==> src/rtl/ifetch_unit_pkg.sv <==
// Shared encodings for the instruction-fetch stage: NPCOp values, reset PC and FSM states.
// Build option IFETCH_DELAY_SLOT_EN (see ifetch_unit.sv) does not change anything here.
package ifetch_unit_pkg;

    localparam int unsigned AW_DEF       = 32;
    localparam logic [31:0] RESET_PC_DEF = 32'h0000_3000;

    // Must match the NPCOp encoding produced by the control unit
    typedef enum logic [1:0] {
        NPC_PLUS4  = 2'b00,
        NPC_BRANCH = 2'b01,
        NPC_JUMP   = 2'b10,
        NPC_JR     = 2'b11
    } npc_op_e;

    typedef enum logic {
        S_FETCH = 1'b0,
        S_ISSUE = 1'b1
    } state_e;

endpackage

==> src/rtl/ifetch_unit_npc_calc.sv <==
// Combinational next-PC computation from the pc of the instruction being retired.
// misalign_o flags a JR/JALR target whose low two bits are not zero.
module ifetch_unit_npc_calc
    import ifetch_unit_pkg::*;
#(
    parameter int unsigned AW = AW_DEF
) (
    input  logic [AW-1:0] pc_i,
    input  logic [1:0]    npc_op_i,
    input  logic [15:0]   imm16_i,
    input  logic [25:0]   jtarget_i,
    input  logic [AW-1:0] rs_val_i,
    output logic [AW-1:0] npc_o,
    output logic          misalign_o
);

    logic [AW-1:0] pc_plus4;
    logic [AW-1:0] br_off;

    assign pc_plus4 = pc_i + AW'(4);
    assign br_off   = {{(AW-18){imm16_i[15]}}, imm16_i, 2'b00};

    always_comb begin
        npc_o      = pc_plus4;
        misalign_o = 1'b0;
        case (npc_op_e'(npc_op_i))
            NPC_PLUS4:  npc_o = pc_plus4;
            NPC_BRANCH: npc_o = pc_plus4 + br_off;
            NPC_JUMP:   npc_o = {pc_plus4[AW-1:28], jtarget_i, 2'b00};
            NPC_JR: begin
                npc_o      = {rs_val_i[AW-1:2], 2'b00};
                misalign_o = |rs_val_i[1:0];
            end
            default: ;
        endcase
    end

endmodule

==> src/rtl/ifetch_unit.sv <==
// Instruction-fetch stage: owns the PC, fetches one instruction at a time, issues it to decode.
// Define IFETCH_DELAY_SLOT_EN for MIPS branch-delay-slot semantics (taken target applied one instruction late).
module ifetch_unit
    import ifetch_unit_pkg::*;
#(
    parameter int unsigned    AW       = AW_DEF,
    parameter logic [AW-1:0]  RESET_PC = AW'(RESET_PC_DEF)
) (
    input  logic          clk,
    input  logic          rst,
    output logic          imem_req,
    output logic [AW-1:0] imem_addr,
    input  logic          imem_ready,
    input  logic [31:0]   imem_rdata,
    output logic          inst_valid,
    output logic [31:0]   inst,
    output logic [AW-1:0] pc,
    output logic [AW-1:0] pc_plus4,
    input  logic          inst_ack,
    input  logic [1:0]    npc_op,
    input  logic [15:0]   imm16,
    input  logic [25:0]   jtarget,
    input  logic [AW-1:0] rs_val,
    output logic          addr_err
);

    state_e        state_q;
    logic [AW-1:0] pc_q;
    logic [31:0]   inst_q;
    logic          inst_valid_q;
    logic          imem_req_q;
    logic          addr_err_q;
    logic [AW-1:0] npc_d;
    logic          misalign;

`ifdef IFETCH_DELAY_SLOT_EN
    logic          pend_valid_q;
    logic [AW-1:0] pend_tgt_q;
`endif

    ifetch_unit_npc_calc #(.AW(AW)) u_npc_calc (
        .pc_i       (pc_q),
        .npc_op_i   (npc_op),
        .imm16_i    (imm16),
        .jtarget_i  (jtarget),
        .rs_val_i   (rs_val),
        .npc_o      (npc_d),
        .misalign_o (misalign)
    );

    // FETCH waits for memory, ISSUE holds the instruction until decode acks it
    always_ff @(posedge clk or posedge rst) begin
        if (rst) begin
            state_q      <= S_FETCH;
            pc_q         <= RESET_PC;
            inst_q       <= '0;
            inst_valid_q <= 1'b0;
            imem_req_q   <= 1'b1;
            addr_err_q   <= 1'b0;
`ifdef IFETCH_DELAY_SLOT_EN
            pend_valid_q <= 1'b0;
            pend_tgt_q   <= '0;
`endif
        end else begin
            case (state_q)
                S_FETCH: begin
                    if (imem_ready) begin
                        inst_q       <= imem_rdata;
                        inst_valid_q <= 1'b1;
                        imem_req_q   <= 1'b0;
                        state_q      <= S_ISSUE;
                    end
                end
                S_ISSUE: begin
                    if (inst_ack) begin
                        inst_valid_q <= 1'b0;
                        imem_req_q   <= 1'b1;
                        state_q      <= S_FETCH;
`ifdef IFETCH_DELAY_SLOT_EN
                        // Delay-slot instruction: its own npc_op is ignored
                        if (pend_valid_q) begin
                            pc_q         <= pend_tgt_q;
                            pend_valid_q <= 1'b0;
                        end else if (npc_op != NPC_PLUS4) begin
                            pend_valid_q <= 1'b1;
                            pend_tgt_q   <= npc_d;
                            pc_q         <= pc_plus4;
                            addr_err_q   <= addr_err_q | misalign;
                        end else begin
                            pc_q <= npc_d;
                        end
`else
                        pc_q       <= npc_d;
                        addr_err_q <= addr_err_q | misalign;
`endif
                    end
                end
                default: state_q <= S_FETCH;
            endcase
        end
    end

    assign pc_plus4   = pc_q + AW'(4);
    assign imem_req   = imem_req_q;
    assign imem_addr  = pc_q;
    assign inst_valid = inst_valid_q;
    assign inst       = inst_q;
    assign pc         = pc_q;
    assign addr_err   = addr_err_q;

endmodule

==> config.mk <==
export PLATFORM = sky130hd
export DESIGN_NAME = ifetch_unit
export DESIGN_NICKNAME = d
export VERILOG_FILES = /design/src/rtl/ifetch_unit_pkg.sv /design/src/rtl/ifetch_unit_npc_calc.sv /design/src/rtl/ifetch_unit.sv
export SDC_FILE = /design/constraint.sdc
export NUM_CORES = 1
export LEC_CHECK = 0
export ABC_AREA = 0
export CAP_MARGIN = 20
export CORE_MARGIN = 1
export CORE_UTILIZATION = 30
export CTS_BUF_LIST = sky130_fd_sc_hd__clkbuf_16
export DETAILED_ROUTE_END_ITERATION = 8
export PLACE_DENSITY = 0.6
export SYNTH_ARGS = -nofsm -noshare
export SYNTH_HDL_FRONTEND = slang
export SYNTH_SLANG_ARGS = --single-unit
==> constraint.sdc <==
create_clock -name clk -period 5.8 [get_ports clk]
set_input_delay 1.16 -clock clk [delete_from_list [all_inputs] [get_ports clk]]
set_output_delay 1.16 -clock clk [all_outputs]
set_load 0.005 [all_outputs]
# --- Word level (Yosys, flattened, before mapping) ---
# Index checks and enable logic that the tools add are counted.
totals:
  reg_bits: 68
  latchBits: 0
  mem_bits_rw: 0
  romBits: 0
  inputBits: 112
  out_inout_bits: 131
  wordCells: 31
  mem_count: 0
classes:
  addsub: 2
  multipliers: 0
  div: 0
  magnitude_cmp: 0
  n_eq_ne: 5
  shift: 0
  mux: 11
  bitwise: 2
  n_reduce_logical: 5
ops:
  columns: ["operator", "count"]
  rows:
  - ["32-bit case mux with 4 select lines", 1]
  - ["32-bit by 3-bit adder with 32-bit output (second input constant)", 1]
  - ["32-bit adder", 1]
  - ["1-bit two-way mux", 7]
  - ["1-bit case mux with 2 select lines", 3]
  - ["2-bit AND reduction", 3]
  - ["2-bit equality test (second input constant)", 2]
  - ["2-bit inequality test (second input constant)", 2]
  - ["2-bit by 1-bit equality test with 1-bit output (second input constant)", 1]
  - ["2-bit logical NOT", 1]
  - ["2-bit OR reduction", 1]
  - ["1-bit NOT", 1]
  - ["1-bit bitwise OR", 1]

# --- Depth between registers and ports, before layout ---
logic_depth:
  ltp_word: 3
  depth_mapped: 18
  mapped_depth_nobuf: 18

# --- By module ---
# Synthesis repeated with hierarchy kept, for this count alone.
hier_totals:
  cells_unflattened: 599
  hier_area_um2: 6190.9
modules_own_cells:
  columns: ["mod", "n_inst", "cells_per_inst", "area_each_um2"]
  rows:
  - ["ifetch_unit", 1, 262, 3384.5]
  - ["ifetch_unit_npc_calc", 1, 337, 2806.4]

# --- Least setup slack after synthesis ---
# OpenSTA, ideal clock, no wires.
synth_path:
  kind: "reg-to-reg"
  from: "reg pc_q[2], in the netlist imem_addr[2]"
  to: "reg pc_q[31], in the netlist imem_addr[31]"
  setup_time_ns: 0.118
  arrival_ns: 3.617
  t_required_ns: 5.682
  path_slack_ns: 2.065
  stages_incl_launch_ff: 16
  n_path_buf: 0
  period_less_slack_ns: 3.735
  cell_sequence: "dfrtp_1 ha_1 nand3_1 nand2b_1 nor2_1 nand2_1 xnor2_1 ha_1 a21o_1 a21o_1 a221oi_1 a21oi_2 or3_1 a211oi_2 o31ai_1 a21o_1"
synth_via:
  elab_chain_len: 3
synth_rtl:
  columns: ["element", "line", "rtl"]
  rows:
  - ["from (decl)", "ifetch_unit.sv:28", "logic [AW-1:0] pc_q;"]
  - ["from (signal assigned)", "ifetch_unit.sv:93", "pc_q <= npc_d;"]
  - ["32-bit by 3-bit adder with 32-bit output", null, null]
  - ["via pc_plus4[16]", "ifetch_unit.sv:18", "output logic [AW-1:0] pc_plus4,"]
  - ["32-bit adder", "ifetch_unit_npc_calc.sv:28", "NPC_BRANCH: npc_o = pc_plus4 + br_off;"]
  - ["32-bit case mux with 4 select lines", "ifetch_unit_npc_calc.sv:26", "case (npc_op_e'(npc_op_i))"]
# The timed path passes the listed nets, and every way through them passes these cells.
# A chain may end at the register's enable or synchronous reset.

# --- Final worst setup path ---
layout_path:
  from: "reg pc_q[2], in the netlist imem_addr[2]"
  to: "out pc_plus4[30]"
layout_via:
  elab_chain_len: 1
layout_rtl:
  columns: ["element", "line", "rtl"]
  rows:
  - ["32-bit by 3-bit adder with 32-bit output", "ifetch_unit.sv:103", "assign pc_plus4 = pc_q + AW'(4);"]
  - ["to (decl)", "ifetch_unit.sv:18", null]
# Every way passes these cells.

==> results.toml <==
[clock_network]
cts_resized = 0
cts_buffer_depth = 2
htreeDepth = 3
cts_root_buffer = "clkbuf_16"
numCtsBuffers = 9
cts_tree = "done"
cts_hold_buf = 0
postCtsSetupRepairBufs = 0
clk_latency_ps = 340
clk_pin_slew_ps = 60
clock_sinks = 66

[power_and_ir_drop]
p_per_area_nw_per_um2 = 428
power.static_leakage_nw = 3.45
peakVddDrop_mv = 0.196

[layout]
area_delta_synth_final_pct = 47.1
nNetsFinal = 961
final_common_cell = "clkdlybuf4s50_1"
layout_common_cells = "clkdlybuf4s50_1 (235), dfrtp_1 (63), nand2_1 (60)"
antenna_cells = 0
postLayoutCoreUtil = 0.450
fillerInstances = 1845
multi_input_area_um2 = 3590
area.sequential_um2 = 1660
layout-drive-gt1-share = 0.122

[setup_path]
cp-end-kind = "output pin"
path_class = "reg -> out"
startpoint_type = "flip-flop"
worstPathMaxFanout = 6
critical_path.top_delay_family = "simple AND/OR/NAND/NOR gates"
max_stage_delay_ps = 570
cp_common_cell = "nor2_1"
crit_path_cell_trace = "ha_1 > nand3_1 > nand2b_1 > nor2_1 > nand4_1 > nor2_1 > xnor2_1 > clkdlybuf4s50_1"
crit_buf_inv = 1
cp_slowest_cell = "clkdlybuf4s50_1"
worst-endpoint-arrival_ps = 3540
critPathRequiredTime_ps = 4640

[routing]
detail-route-antenna-nets = 0
routed_wl_mm = 20.0
first_iter_violations = 306
dr.pass1.iters = 5
detail_route.wl_per_cell_um = 18.9
vias = 5518
drc = 0
drt-vias-per-instance = 5.24

[die]
dieArea_um2 = 19500
start_util = 0.306
num_rows = 50
die_height_um = 140
dieWidth_um = 140
ios = 243
core_um2 = 18600

[synth]
synth_area_um2 = 5700
yosysTopAreaCellShare = 0.277
yosysWarnings = 0
ys_seq_area_frac = 0.291
synthArstFlopShare = 1.00
netlist_instances = 618
dominantRegCellSynth = "dfrtp_1"
syn_avg_cell_area_um2 = 9.22
synth-edff-count = 0
yosys.cell_types.count = 72
synth.largest_area_cell = "dfrtp_1"
synth_area_leaders = "dfrtp_1 (28%), mux2_2 (7.9%), ha_1 (7.5%)"
synth-seq-cells = 66

[global_route]
antenna_found_initial = 0
grt_pass1_wl_mm = 30.8
grtUsageTotal = 0.206
grt_overflow_total = 0
grt_start_max_net_pins = 38
first_global_vias = 5433

[run]
maxCapViolCount = 0

[placement]
dp_hpwl_mm = 15.2
gp_congestion = 0.903
port_buffers = 236
dp_slack_ps = 1240

[sta]
fin_skew_ps = 11.0
finalMaxSlewViolations = 0
worstMarginPinSlew_ps = 1000
setup_viol = 0
setup_slack_ps = 1100
fin_crit_sh = 0.811
rsz0062_at_grt = "no"
tns_ps = 0
slew_headroom = 0.329
fmax_ghz = 0.213
hold_viol_final = 0
period_minus_slack_ps = 4700

[run_status]
status = "complete, no violations"

[hold_path]
hp-class = "reg -> reg"
## report_power, final
part           leakage (nW)  switching, mW  internal, mW
Sequential            0.769          0.227         0.607
Combinational          2.51          0.917          1.18
Clock                 0.170          0.235         0.424
Total                  3.45           1.38          2.21
## worst paths after layout
kind,start,to,slack [ps],depth (start not counted)
min,addr_err,addr_err,460,1
max,imem_addr[2],pc_plus4[30],1100,8
max reg2reg,imem_addr[2],imem_addr[31],1290,18
min reg2reg,addr_err,addr_err,460,1
max in group asynchronous,rst,imem_req,3470,3
min in group asynchronous,rst,imem_addr[18],1340,2
## layer usage
| metal | routed length (um) | GRT usage |
|---|---|---|
| met1 | 8860 | 0.265 |
| met5 | 0 | 0 |
| met3 | 1110 | 0.0361 |
| met2 | 9650 | 0.350 |
| met4 | 323 | 0.0596 |
## logic make-up after synthesis
family,share of synthesized area
compound gates,0.174
xor+xnor,0.0771
fa+ha+maj,0.0782
buf+inv,0.0833
flops,0.291
mux,0.146
other cells,0.000658
simple gates,0.151
## per-stage QoR
stage,power [mW],hold WS (ps),cell area [um2],cells
floorplan,2.01,451,5710,623
global placement,2.92,439,8030,1037
detailed placement,2.93,449,8030,1037
CTS,3.61,463,8380,1053
global route,3.83,495,8380,1053
finish,3.59,457,8380,1053
## final cells by class
type                    count  share of cell area
multi-input cells         476               0.429
clock buffers               9              0.0269
clock inverters             7              0.0149
well taps                 234              0.0349
repair buffers            243               0.289
inverters                  18             0.00806
flip-flops and latches     66               0.198
## worst reg2reg max path, delay by kind of cell, from the launching register on
| family | cells | cell delay [ps] |
|---|---|---|
| compound gates | 4 | 490 |
| xor+xnor | 1 | 260 |
| buf+inv | 1 | 130 |
| fa+ha+maj | 2 | 610 |
| simple gates | 10 | 2480 |
| flops | 1 | 430 |
## synthesized netlist by cell type (3+ instances only)
| library cell | number |
|---|---|
| and3_1 | 5 |
| a31oi_1 | 6 |
| a21oi_1 | 52 |
| mux2_2 | 40 |
| dfstp_2 | 3 |
| o22ai_1 | 9 |
| nor2_1 | 40 |
| mux4_2 | 12 |
| nand2_1 | 60 |
| o211ai_1 | 3 |
| o211a_1 | 3 |
| and2_1 | 3 |
| nand4_1 | 12 |
| buf_4 | 39 |
| nor3_1 | 4 |
| buf_1 | 4 |
| o21ai_0 | 20 |
| a21o_1 | 16 |
| xor2_1 | 17 |
| dfrtp_1 | 63 |
| a221oi_1 | 5 |
| clkbuf_1 | 16 |
| nor2b_1 | 5 |
| xnor2_1 | 30 |
| mux2i_1 | 11 |
| nand2b_1 | 6 |
| nor4_1 | 3 |
| nand3_1 | 18 |
| inv_1 | 18 |
| buf_6 | 3 |
| o21bai_1 | 3 |
| and4_4 | 3 |
| or2_2 | 4 |
| ha_1 | 34 |
## registers in the layout, summed over array words and instances (netlist names)
signal and cells:
imem_req 1, state_q 1, imem_addr 30, inst_valid 1, inst 32, addr_err 1
Power figures use the tool's default switching activity.
